<file path="config.mk">
export PLATFORM = sky130hd
export DESIGN_NAME = i2c_target_regs
export DESIGN_NICKNAME = d
export VERILOG_FILES = /design/src/rtl/i2c_pkg.sv /design/src/rtl/i2c_line_sync.sv /design/src/rtl/i2c_target_regs.sv
export SDC_FILE = /design/constraint.sdc
export NUM_CORES = 1
export LEC_CHECK = 0
export BUFFER_PORTS_ARGS = -buffer_cell sky130_fd_sc_hd__buf_2
export CAP_MARGIN = 25
export CORE_MARGIN = 2
export CORE_UTILIZATION = 57
export DETAILED_ROUTE_END_ITERATION = 16
export PLACE_DENSITY = 0.85
export SLEW_MARGIN = 10
export SYNTH_ARGS = -nofsm -noshare
export SYNTH_HDL_FRONTEND = slang
export SYNTH_SLANG_ARGS = --single-unit
</file>
<file path="constraint.sdc">
create_clock -name clk -period 2.3 [get_ports clk]
set_input_delay 0.69 -clock clk [delete_from_list [all_inputs] [get_ports clk]]
set_output_delay 0.69 -clock clk [all_outputs]
set_load 0.01 [all_outputs]
</file>
<file path="src/rtl/i2c_pkg.sv">
// Shared I2C definitions used by both the target endpoint and the bus controller.
package i2c_pkg;

   localparam int ADDR_W = 7;
   localparam int BYTE_W = 8;

   localparam logic I2C_ACK  = 1'b0;
   localparam logic I2C_NACK = 1'b1;

   typedef enum logic [3:0] {
      IDLE,
      ADDR,
      ADDR_ACK,
      PTR,
      PTR_ACK,
      WDATA,
      WDATA_ACK,
      RDATA,
      RACK,
      WAIT_STOP
   } i2c_state_e;

endpackage

</file>
<file path="src/rtl/i2c_line_sync.sv">
// Synchronizes raw SCL/SDA pads and derives single-cycle bus event pulses.
module i2c_line_sync (
   input  logic clk,
   input  logic reset,
   input  logic scl_i,
   input  logic sda_i,
   output logic sda_o,
   output logic scl_rise_o,
   output logic scl_fall_o,
   output logic start_o,
   output logic stop_o
);

   logic [1:0] scl_sync_q;
   logic [1:0] sda_sync_q;
   logic       scl_hist_q;
   logic       sda_hist_q;
   logic       scl_s;
   logic       sda_s;

   // Flops reset to the idle-bus level so releasing reset never fakes an edge.
   always_ff @(posedge clk) begin
      if (reset) begin
         scl_sync_q <= 2'b11;
         sda_sync_q <= 2'b11;
         scl_hist_q <= 1'b1;
         sda_hist_q <= 1'b1;
      end else begin
         scl_sync_q <= {scl_sync_q[0], scl_i};
         sda_sync_q <= {sda_sync_q[0], sda_i};
         scl_hist_q <= scl_sync_q[1];
         sda_hist_q <= sda_sync_q[1];
      end
   end

   assign scl_s      = scl_sync_q[1];
   assign sda_s      = sda_sync_q[1];
   assign sda_o      = sda_s;
   assign scl_rise_o = scl_s & ~scl_hist_q;
   assign scl_fall_o = ~scl_s & scl_hist_q;
   assign start_o    = scl_s & scl_hist_q & sda_hist_q & ~sda_s;
   assign stop_o     = scl_s & scl_hist_q & ~sda_hist_q & sda_s;

endmodule

</file>
<file path="src/rtl/i2c_target_regs.sv">
// I2C target endpoint: 7-bit address, pointer write, burst write and burst read
// into a byte-wide register file. SDA is driven open-drain; SCL is never driven.
module i2c_target_regs
   import i2c_pkg::*;
#(
   parameter logic [ADDR_W-1:0] DEV_ADDR = 7'h50
) (
   input  logic              clk,
   input  logic              reset,
   input  logic              scl_in,
   input  logic              sda_in,
   output logic              sda_oe,
   output logic              wr_en,
   output logic [BYTE_W-1:0] wr_addr,
   output logic [BYTE_W-1:0] wr_data,
   output logic              rd_en,
   output logic [BYTE_W-1:0] rd_addr,
   input  logic [BYTE_W-1:0] rd_data,
   output logic              busy
);

   logic sda_s, scl_rise, scl_fall, start_ev, stop_ev;

   i2c_line_sync u_line_sync (
      .clk        (clk),
      .reset      (reset),
      .scl_i      (scl_in),
      .sda_i      (sda_in),
      .sda_o      (sda_s),
      .scl_rise_o (scl_rise),
      .scl_fall_o (scl_fall),
      .start_o    (start_ev),
      .stop_o     (stop_ev)
   );

   i2c_state_e        state_q;
   logic [2:0]        bit_cnt_q;
   logic [BYTE_W-2:0] shift_q;
   logic [BYTE_W-2:0] tx_q;
   logic [BYTE_W-1:0] ptr_q;
   logic              rw_q;
   logic              rack_q;
   logic              rd_cap_q;
   logic              sda_oe_q;
   logic              busy_q;
   logic              wr_en_q;
   logic [BYTE_W-1:0] wr_addr_q;
   logic [BYTE_W-1:0] wr_data_q;
   logic              rd_en_q;
   logic [BYTE_W-1:0] rd_addr_q;
   logic [BYTE_W-1:0] rx_byte_d;

   assign rx_byte_d = {shift_q, sda_s};

   always_ff @(posedge clk) begin
      if (reset) begin
         state_q   <= IDLE;
         bit_cnt_q <= '0;
         shift_q   <= '0;
         tx_q      <= '0;
         ptr_q     <= '0;
         rw_q      <= 1'b0;
         rack_q    <= 1'b0;
         rd_cap_q  <= 1'b0;
         sda_oe_q  <= 1'b0;
         busy_q    <= 1'b0;
         wr_en_q   <= 1'b0;
         wr_addr_q <= '0;
         wr_data_q <= '0;
         rd_en_q   <= 1'b0;
         rd_addr_q <= '0;
      end else begin
         wr_en_q  <= 1'b0;
         rd_en_q  <= 1'b0;
         rd_cap_q <= rd_en_q;
         if (start_ev) begin
            state_q   <= ADDR;
            bit_cnt_q <= '0;
            sda_oe_q  <= 1'b0;
            rd_cap_q  <= 1'b0;
         end else if (stop_ev) begin
            state_q  <= IDLE;
            busy_q   <= 1'b0;
            sda_oe_q <= 1'b0;
            rd_cap_q <= 1'b0;
         end else if (rd_cap_q) begin
            // Register file answers one cycle after rd_en: load and present MSB.
            tx_q     <= rd_data[BYTE_W-2:0];
            sda_oe_q <= ~rd_data[BYTE_W-1];
            ptr_q    <= ptr_q + 8'd1;
         end else begin
            case (state_q)
               ADDR, PTR, WDATA: begin
                  if (scl_rise) begin
                     shift_q   <= rx_byte_d[BYTE_W-2:0];
                     bit_cnt_q <= bit_cnt_q + 3'd1;
                     if (bit_cnt_q == 3'd7) begin
                        if (state_q == ADDR) begin
                           rw_q <= rx_byte_d[0];
                           if (rx_byte_d[7:1] == DEV_ADDR && rx_byte_d[7:1] != 7'h00) begin
                              state_q <= ADDR_ACK;
                              busy_q  <= 1'b1;
                           end else begin
                              state_q <= WAIT_STOP;
                           end
                        end else if (state_q == PTR) begin
                           ptr_q   <= rx_byte_d;
                           state_q <= PTR_ACK;
                        end else begin
                           wr_en_q   <= 1'b1;
                           wr_addr_q <= ptr_q;
                           wr_data_q <= rx_byte_d;
                           ptr_q     <= ptr_q + 8'd1;
                           state_q   <= WDATA_ACK;
                        end
                     end
                  end
               end
               // First fall after bit 8 pulls SDA low; the next fall ends the ACK bit.
               ADDR_ACK, PTR_ACK, WDATA_ACK: begin
                  if (scl_fall) begin
                     if (!sda_oe_q) begin
                        sda_oe_q <= 1'b1;
                     end else begin
                        sda_oe_q  <= 1'b0;
                        bit_cnt_q <= '0;
                        if (state_q == ADDR_ACK && rw_q) begin
                           state_q   <= RDATA;
                           rd_en_q   <= 1'b1;
                           rd_addr_q <= ptr_q;
                        end else if (state_q == ADDR_ACK) begin
                           state_q <= PTR;
                        end else begin
                           state_q <= WDATA;
                        end
                     end
                  end
               end
               RDATA: begin
                  if (scl_fall) begin
                     if (bit_cnt_q == 3'd7) begin
                        sda_oe_q  <= 1'b0;
                        rack_q    <= 1'b0;
                        bit_cnt_q <= '0;
                        state_q   <= RACK;
                     end else begin
                        sda_oe_q  <= ~tx_q[BYTE_W-2];
                        tx_q      <= {tx_q[BYTE_W-3:0], 1'b0};
                        bit_cnt_q <= bit_cnt_q + 3'd1;
                     end
                  end
               end
               RACK: begin
                  if (scl_rise) begin
                     if (sda_s == I2C_ACK) begin
                        rack_q <= 1'b1;
                     end else begin
                        state_q <= WAIT_STOP;
                     end
                  end else if (scl_fall && rack_q) begin
                     rd_en_q   <= 1'b1;
                     rd_addr_q <= ptr_q;
                     state_q   <= RDATA;
                  end
               end
               default: begin
                  sda_oe_q <= 1'b0;
               end
            endcase
         end
      end
   end

   assign sda_oe  = sda_oe_q;
   assign busy    = busy_q;
   assign wr_en   = wr_en_q;
   assign wr_addr = wr_addr_q;
   assign wr_data = wr_data_q;
   assign rd_en   = rd_en_q;
   assign rd_addr = rd_addr_q;

endmodule

</file>
---- Yosys cells after proc, flatten, opt, wreduce, memory -nomap -nowiden ----
Cells that the tools add are included.
storage, ports and cells
  register bits after elaboration ......... 66
  output and inout bits ................... 28
  word-level logic and storage cells ...... 184
cells by class
  $add $sub $neg .......................... 2
  eq/ne operators ......................... 38
  muxes and demuxes ....................... 65
  bitwise operators ....................... 21
  reduce and logical (&&, ||, !) cells .... 38
operators by type and width
  operator                                                                number
  8-bit two-way mux                                                       11
  4-bit two-way mux                                                       11
  7-bit two-way mux                                                       4
  2-bit != test (second input constant)                                   14
  1-bit two-way mux                                                       25
  4-bit != test (second input constant)                                   6
  2-bit nonzero test                                                      12
  3-bit two-way mux                                                       7
  7-bit AND reduction                                                     3
  10-bit AND reduction                                                    2
  4-bit by 3-bit equality test with 1-bit output (second input constant)  4
  4-bit case mux with 4 select lines                                      1
  8-bit case mux with 2 select lines                                      1
  8-bit AND reduction                                                     2
  1-bit NOT                                                               14
  3-bit != test (second input constant)                                   4
  5-bit AND reduction                                                     2
  3-bit case mux with 3 select lines                                      1
  9-bit AND reduction                                                     1
  3-bit OR reduction                                                      3
  8-bit by 1-bit adder with 8-bit output (second input constant)          1
  4-bit by 2-bit equality test with 1-bit output (second input constant)  2
  4-bit OR reduction                                                      2
  8-bit OR reduction                                                      1
  21 further kinds                                                        30

---- Logic depth before layout (Yosys ltp) ----
Gate-level depths: netlist of run 1.
  depth in word-level cells ............... 10
  depth in mapped cells ................... 8

---- By module ----
From an unflattened synthesis of run 1, not the netlist that was laid out.
second synthesis, totals
  cell total of the unflattened synthesis .. 356
  area total of the unflattened synthesis .. 3156.8 um2
modules (own cells, without submodules)
  module           instances  cells each  area each (um2)  sequential area each (um2)
  i2c_target_regs  1          340         2966.6           1201.2
  i2c_line_sync    1          16          190.2            120.1

---- Worst setup path after synthesis of run 1 ----
No wires, ideal clock.
  path type ............................... reg2reg
  from .................................... register state_q[0]
  to ...................................... register wr_addr_q[0], in the netlist wr_addr[0]
  setup time .............................. 0.128 ns
  data arrival time ....................... 1.857 ns
  required time ........................... 2.172 ns
  setup slack ............................. 0.315 ns
  stages on the path, launching flop included .. 7
  path buffers ............................ 1
  path through ............................ dfxtp_1 > nor2b_1 > nand3_1 > nor4_4 > buf_4 > mux2i_1 > nor2_1
on the way
  longest elaborated chain between the ends .. 3
ends and longest elaborated chain
  element                                                                 line                                          text
  start: declaration                                                      i2c_target_regs.sv:36                         i2c_state_e state_q;
  start signal: assignment                                                i2c_target_regs.sv:57                         state_q <= IDLE;
  start signal: assignment                                                i2c_target_regs.sv:77                         state_q <= ADDR;
  start signal: assignment                                                i2c_target_regs.sv:82                         state_q <= IDLE;
  4-bit by 1-bit equality test with 1-bit output (tied with other cells)  i2c_target_regs.sv:92, i2c_target_regs.sv:98
  3-bit OR reduction / 1-bit NOT (equally long branches)                  -
  8-bit AND reduction (no line) *                                         -
  end signal: assignment                                                  i2c_target_regs.sv:111                        wr_addr_q <= ptr_q;
  end: declaration                                                        i2c_target_regs.sv:47                         logic [BYTE_W-1:0] wr_addr_q;
Every way passes the cells marked *; elsewhere a longest branch is shown, timed or not.
A chain may end at the register's enable or synchronous reset.

---- Final worst setup path of run 1 ----
  from .................................... register bit_cnt_q[0]
  to ...................................... register state_q[0]
on the way
  longest elaborated chain between the ends .. 3
ends and longest elaborated chain
  element                           line                                           text
  start: declaration                i2c_target_regs.sv:37                          logic [2:0] bit_cnt_q;
  start signal: assignment          i2c_target_regs.sv:96                          bit_cnt_q <= bit_cnt_q + 3'd1;
  start signal: assignment          i2c_target_regs.sv:149                         bit_cnt_q <= bit_cnt_q + 3'd1;
  3-bit equality test *             i2c_target_regs.sv:97, i2c_target_regs.sv:141
  4-bit != test (no line)           -
  10-bit AND reduction (no line) *  -
  end signal: assignment            i2c_target_regs.sv:101                         state_q <= ADDR_ACK;
  end signal: assignment            i2c_target_regs.sv:104                         state_q <= WAIT_STOP;
  end signal: assignment            i2c_target_regs.sv:145                         state_q <= RACK;
Marks and branches as above.

==> impl_metrics.py, run 1 <==
metrics = {
    "status": {
        "outcome": "completed",
    },
    "sta": {
        "period_share_pct": 91.2,
        "setup_tns_ns": 0,
        "final_max_slew_viol_count": 0,
        "hold-worst-slack_ns": 0.428,
        "max_slew_margin_pct": 52.0,
        "rsz0062_at_grt": "false",
        "fin_skew_ns": 0.0125,
        "worst_pin_slew_ns": 0.715,
        "hold_viol": 0,
        "setup_viol": 0,
        "fin_crit_ns": 2.10,
        "max_freq_mhz": 477,
    },
    "synthesis": {
        "syn_area_um2": 3120,
        "yosysWarnings": 0,
        "synth-seq-area-share_pct": 42.3,
        "synth.distinct_cells": 55,
        "synthTopCellsByArea": "dfxtp_1 42%, mux2i_1 13%, nor2_1 6.9%, a21oi_1 2.6%, a211oi_1 2.4%",
        "ys_async_sr_fraction_pct": 0,
        "synth_common_cells": "66 x dfxtp_1, 57 x nor2_1, 41 x mux2i_1, 19 x nand2_1",
        "synth_area_per_cell_um2": 9.02,
        "synth_most_common_cell": "dfxtp_1",
        "synth_top_flop_cell": "dfxtp_1",
        "syn_nets": 361,
        "syn_inst": 346,
        "ys_ff_latch": 66,
        "yosysTopAreaCell": "dfxtp_1",
        "synth_edf_count": 0,
        "netlist.area_leader.share_pct": 42.3,
    },
    "worst_setup_path": {
        "crit_chain": "ha_1, ha_1, buf_4, a22o_1, o211ai_1, a211oi_1, a211oi_1",
        "slowest_stage": "o211ai_1",
        "worstPathRequired_ns": 2.57,
        "critPathMaxFanout": 8,
        "crit_type": "reg2reg",
        "crit_buf_inv": 1,
        "timing.rr.start": "bit_cnt_q[0]$_SDFFE_PP0P_",
        "max_stage_delay_ns": 0.52,
        "rrSetupSlack_ns": 0.20,
        "cp.arrival_ns": 2.37,
        "cpLargestDelayFamily": "compound AO/OA/AOI/OAI gates",
        "critPathLaunchType": "flop",
        "startpoint": "bit_cnt_q[0]$_SDFFE_PP0P_",
        "endpoint_kind": "flop",
    },
    "pwr": {
        "power.density_nw_per_um2": 610,
        "power_leakage_nw": 1.32,
        "power_mw": 2.23,
        "vdd_ir_drop_max_v": 0.000505,
    },
    "cells_and_area": {
        "finish.instance_area_um2": 3660,
        "final_nets": 406,
        "n_antenna_cell": 0,
        "utilization_pct": 70.3,
        "drive_gt1_share_pct": 22.0,
        "area_delta_synth_final_pct": 17.2,
    },
    "grt": {
        "overflow": 0,
        "use_met3_pct": 5.23,
        "first_global_vias": 2448,
        "grt_max_degree": 41,
        "track_usage_pct": 24.7,
        "use_met2_pct": 36.3,
        "grt_pass1_wl_um": 11800,
        "top_usage_layer": "met2",
        "use_met1_pct": 34.2,
        "antenna_found_initial": 0,
    },
    "floorplan": {
        "dieArea_um2": 6080,
        "ios": 40,
        "die_x_um": 78.0,
        "initial_utilization_pct": 60.0,
        "num_rows": 26,
        "coreArea_um2": 5200,
        "die_y_um": 78.0,
    },
    "clock_tree": {
        "cts-root-buf": "clkbuf_8",
        "cts.sinks": 66,
        "cts_made_buffers": 9,
        "htree_levels": 3,
        "clk_pin_slew_ns": 0.08,
        "insertion_delay_ns": 0.35,
        "clockBufferDepth": 2,
        "cts_tree": "yes",
        "hold_buffers": 0,
    },
    "worst_hold_path": {
        "hp-start": "u_line_sync.sda_sync_q[0]$_SDFF_PP1_",
        "hold_path.class": "reg2reg",
    },
    "flow_run": {
        "maxCapViolations": 0,
    },
    "place": {
        "io_buffer_count": 39,
        "dp_hpwl_um": 4970,
        "dpl-instance-area_um2": 3460,
        "gp_congestion": 0.917,
    },
    "route": {
        "post_drt_wl_per_cell_um": 15.3,
        "vias": 2659,
        "wirelength_um": 7140,
        "drc": 0,
        "first_iter_violations": 202,
        "final_antenna_net_count": 0,
        "firstDrtPassIters": 4,
        "vias_per_cell": 5.71,
    },
}
## state kept, by name (all words and copies together), names as in the netlist, 2 cells and up
register / count
rd_addr: 8
shift_q: 7
tx_q: 7
ptr_q: 8
u_line_sync.sda_sync_q: 2
wr_addr: 8
state_q: 4
u_line_sync.scl_sync_q: 2
wr_data: 8
bit_cnt_q: 3
## per-layer routing
layer  up-vias  wire, um
li1       1322         -
met1      1252      3370
met2        78      3250
met3         7       424
met4         0        92
met5         -         0
## final timing paths
check        cells past startpoint                              endpoint
max                              7               state_q[0]$_SDFFE_PP0P_
min                              1  u_line_sync.sda_sync_q[1]$_SDFF_PP1_
max reg2reg                      7               state_q[0]$_SDFFE_PP0P_
min reg2reg                      1  u_line_sync.sda_sync_q[1]$_SDFF_PP1_
## cells by family after synthesis
group / Yosys count / synth area share, %
AOI/OAI and AO/OA: 57 / 12.2
buffers and inverters: 27 / 3.73
xor gates and xnor gates: 4 / 1.12
and+or+nand+nor: 146 / 25.5
muxes: 43 / 13.9
adders and majority gates: 3 / 1.20
DFF: 66 / 42.3
## worst register-to-register path, cell delays in order (launching register included)
cell      delay, ns
dfxtp_1        0.33
ha_1           0.20
ha_1           0.23
buf_4          0.16
a22o_1         0.20
o211ai_1       0.52
a211oi_1       0.16
a211oi_1       0.21
## final cells by class
type	instances	area [um^2]
clock buffer	10	128
fill	409	1550
timing repair buffer	57	343
clock inverter	6	66.3
sequential	66	1320
multi-input combinational	253	1700
tap	70	87.6
inverter	4	15.0
## report_power, final
part	internal [mW]	leakage (nW)	switching, mW
registers	1.15	0.533	0.00933
logic	0.0384	0.700	0.0573
clock network	0.502	0.0889	0.475
## timing repair
action                     4_1_cts  5_1_grt
setup buffers                    0        0
gates resized for setup          0        2
setup endpoints to repair        0        8
## cells in the final DEF (no fill, tap or decap), types with 5 or more instances in the layout
cell and n:
o21ai_1 7, nor2_1 57, a21oi_1 15, nand3b_1 5, nand2_1 19, nand2b_1 7, mux2i_1 41, buf_4 17
clkbuf_8 9, a211oi_1 10, dfxtp_1 66, nand3_1 6, nor3_1 6, nor2b_1 5, buf_2 39, or2_2 6
## metrics by stage
stage                     instances  setup slack [ns]
after global placement          450             0.152
after CTS                       466            0.0640
final                           466             0.202
after floorplan                 346             0.315
after global routing            466            0.0542
after detailed placement        450            0.0935
Note: power is estimated with default switching activity, not from simulation.
==> inputs of run 2 (changes only) <==
--- a/config.mk
+++ b/config.mk
@@ -11,6 +11,7 @@
 export CORE_UTILIZATION = 57
 export DETAILED_ROUTE_END_ITERATION = 16
 export PLACE_DENSITY = 0.85
+export SETUP_SLACK_MARGIN = 0.3
 export SLEW_MARGIN = 10
 export SYNTH_ARGS = -nofsm -noshare
 export SYNTH_HDL_FRONTEND = slang
==> impl_metrics.py, run 2 (synthesis gave the netlist of run 1 again) <==
metrics = {
    "worst_setup_path": {
        "critPathLaunchType": "flop",
        "crit_type": "reg2reg",
        "slowest_stage": "or4b_4",
        "max_stage_delay_ns": 0.60,
        "crit_chain": "or4b_4, a2bb2oi_2, nor4_4, buf_6, mux2i_1, nor2_1",
        "cp.arrival_ns": 2.11,
        "critPathMaxFanout": 10,
        "worstPathRequired_ns": 2.51,
        "endpoint_kind": "flop",
    },
    "place": {
        "place_ws_ns": 0.0935,
        "gp_congestion": 0.917,
        "dp_hpwl_um": 4970,
        "io_buffer_count": 39,
    },
    "sta": {
        "timing.final.ws_setup_ns": 0.408,
        "final_max_slew_viol_count": 0,
        "fin_skew_ns": 0.0131,
        "setup_viol": 0,
        "hold_viol": 0,
        "setup_tns_ns": 0,
        "fin_crit_ns": 1.89,
        "period_share_pct": 82.3,
        "max_freq_mhz": 528,
        "max_slew_margin_pct": 56.6,
        "rsz0062_at_grt": "false",
        "worst_pin_slew_ns": 0.643,
    },
    "floorplan": {
        "initial_utilization_pct": 60.0,
        "coreArea_um2": 5200,
        "ios": 40,
        "dieArea_um2": 6080,
        "num_rows": 26,
        "die_x_um": 78.0,
        "die_y_um": 78.0,
    },
    "clock_tree": {
        "clockBufferDepth": 2,
        "cts-root-buf": "clkbuf_8",
        "cts_made_buffers": 9,
        "hold_buffers": 0,
        "clk_pin_slew_ns": 0.08,
        "cts_tree": "yes",
        "htree_levels": 3,
        "insertion_delay_ns": 0.35,
        "cts.sinks": 66,
    },
    "pwr": {
        "power_leakage_nw": 1.33,
        "power.density_nw_per_um2": 600,
        "power_mw": 2.23,
        "vdd_ir_drop_max_v": 0.000523,
    },
    "cells_and_area": {
        "area_delta_synth_final_pct": 19.3,
        "n_antenna_cell": 0,
        "final_cell_mix": "62 x dfxtp_1, 56 x nor2_1, 41 x mux2i_1, 39 x buf_2, 19 x nand2_1",
        "final_nets": 408,
        "layout_commonest_cell": "dfxtp_1",
        "drive_gt1_share_pct": 24.6,
    },
    "worst_hold_path": {
        "hold_path.class": "reg2reg",
    },
    "route": {
        "wirelength_um": 7400,
        "vias": 2687,
        "drc": 0,
        "vias_per_cell": 5.74,
        "final_antenna_net_count": 0,
        "post_drt_wl_per_cell_um": 15.8,
        "firstDrtPassIters": 4,
        "first_iter_violations": 231,
    },
    "grt": {
        "grt_pass1_wl_um": 11900,
        "first_global_vias": 2471,
        "antenna_found_initial": 0,
        "track_usage_pct": 25.0,
        "overflow": 0,
        "grt_max_degree": 41,
    },
    "flow_run": {
        "maxCapViolations": 0,
    },
    "status": {
        "outcome": "completed",
    },
}
run 2: path summary, 6_finish.rpt:
check	start	end	slack, ns	cells after the start
setup reg to reg	state_q[1]$_SDFFE_PP0P_	rd_addr[2]$_SDFFE_PP0P_	0.41	6
hold reg to reg	u_line_sync.sda_sync_q[0]$_SDFF_PP1_	u_line_sync.sda_sync_q[1]$_SDFF_PP1_	0.42	1
setup / recovery	state_q[1]$_SDFFE_PP0P_	rd_addr[2]$_SDFFE_PP0P_	0.41	6
hold / removal	u_line_sync.sda_sync_q[0]$_SDFF_PP1_	u_line_sync.sda_sync_q[1]$_SDFF_PP1_	0.42	1
run 2: cell type report:
cell class / instances / area (um^2)
Tap cell: 70 / 87.6
Multi-Input combinational cell: 253 / 1730
Sequential cell: 66 / 1330
Fill cell: 397 / 1480
Clock buffer: 10 / 128
Timing Repair Buffer: 59 / 369
Inverter: 4 / 15.0
Clock inverter: 6 / 66.3
run 2: report_power, final:
group | internal, mW | switching, mW
Sequential | 1.15 | 0.00965
Clock | 0.503 | 0.473
Combinational | 0.0390 | 0.0599
Total | 1.69 | 0.543
run 2: through the flow:
step | hold slack (ns) | util (%) | instances | instance area, um^2
3_3_place_gp | 0.394 | 66.4 | 450 | 3460
2_1_floorplan | 0.389 | - | 346 | 3120
5_1_grt | 0.431 | 71.5 | 468 | 3720
3_5_place_dp | 0.402 | 66.4 | 450 | 3460
4_1_cts | 0.430 | 70.7 | 467 | 3680
6_report | 0.425 | 71.5 | 468 | 3720
run 2: critical path: cells and delay by family (launching register included):
family          cells  cell delay [ns]
flops               1             0.37
buf+inv             1             0.20
simple gates        3             0.82
compound gates      1             0.18
mux                 1             0.20
run 2: metal layers:
layer	vias to the layer above	share of wire [%]	track usage, %
met2	56	46	36.8
met3	15	3.7	4.88
li1	1329	-	-
met1	1287	49	34.6
met5	-	0	0
met4	0	2.1	12.6
run 2: timing repair:
| item | 4_1_cts | 5_1_grt |
|---|---|---|
| endpoints found under the setup margin | 38 | 45 |
| gates resized for setup | 6 | 13 |
| pin swaps | 1 | 2 |
| buffers inserted | 1 | 0 |
| cloned | 0 | 1 |
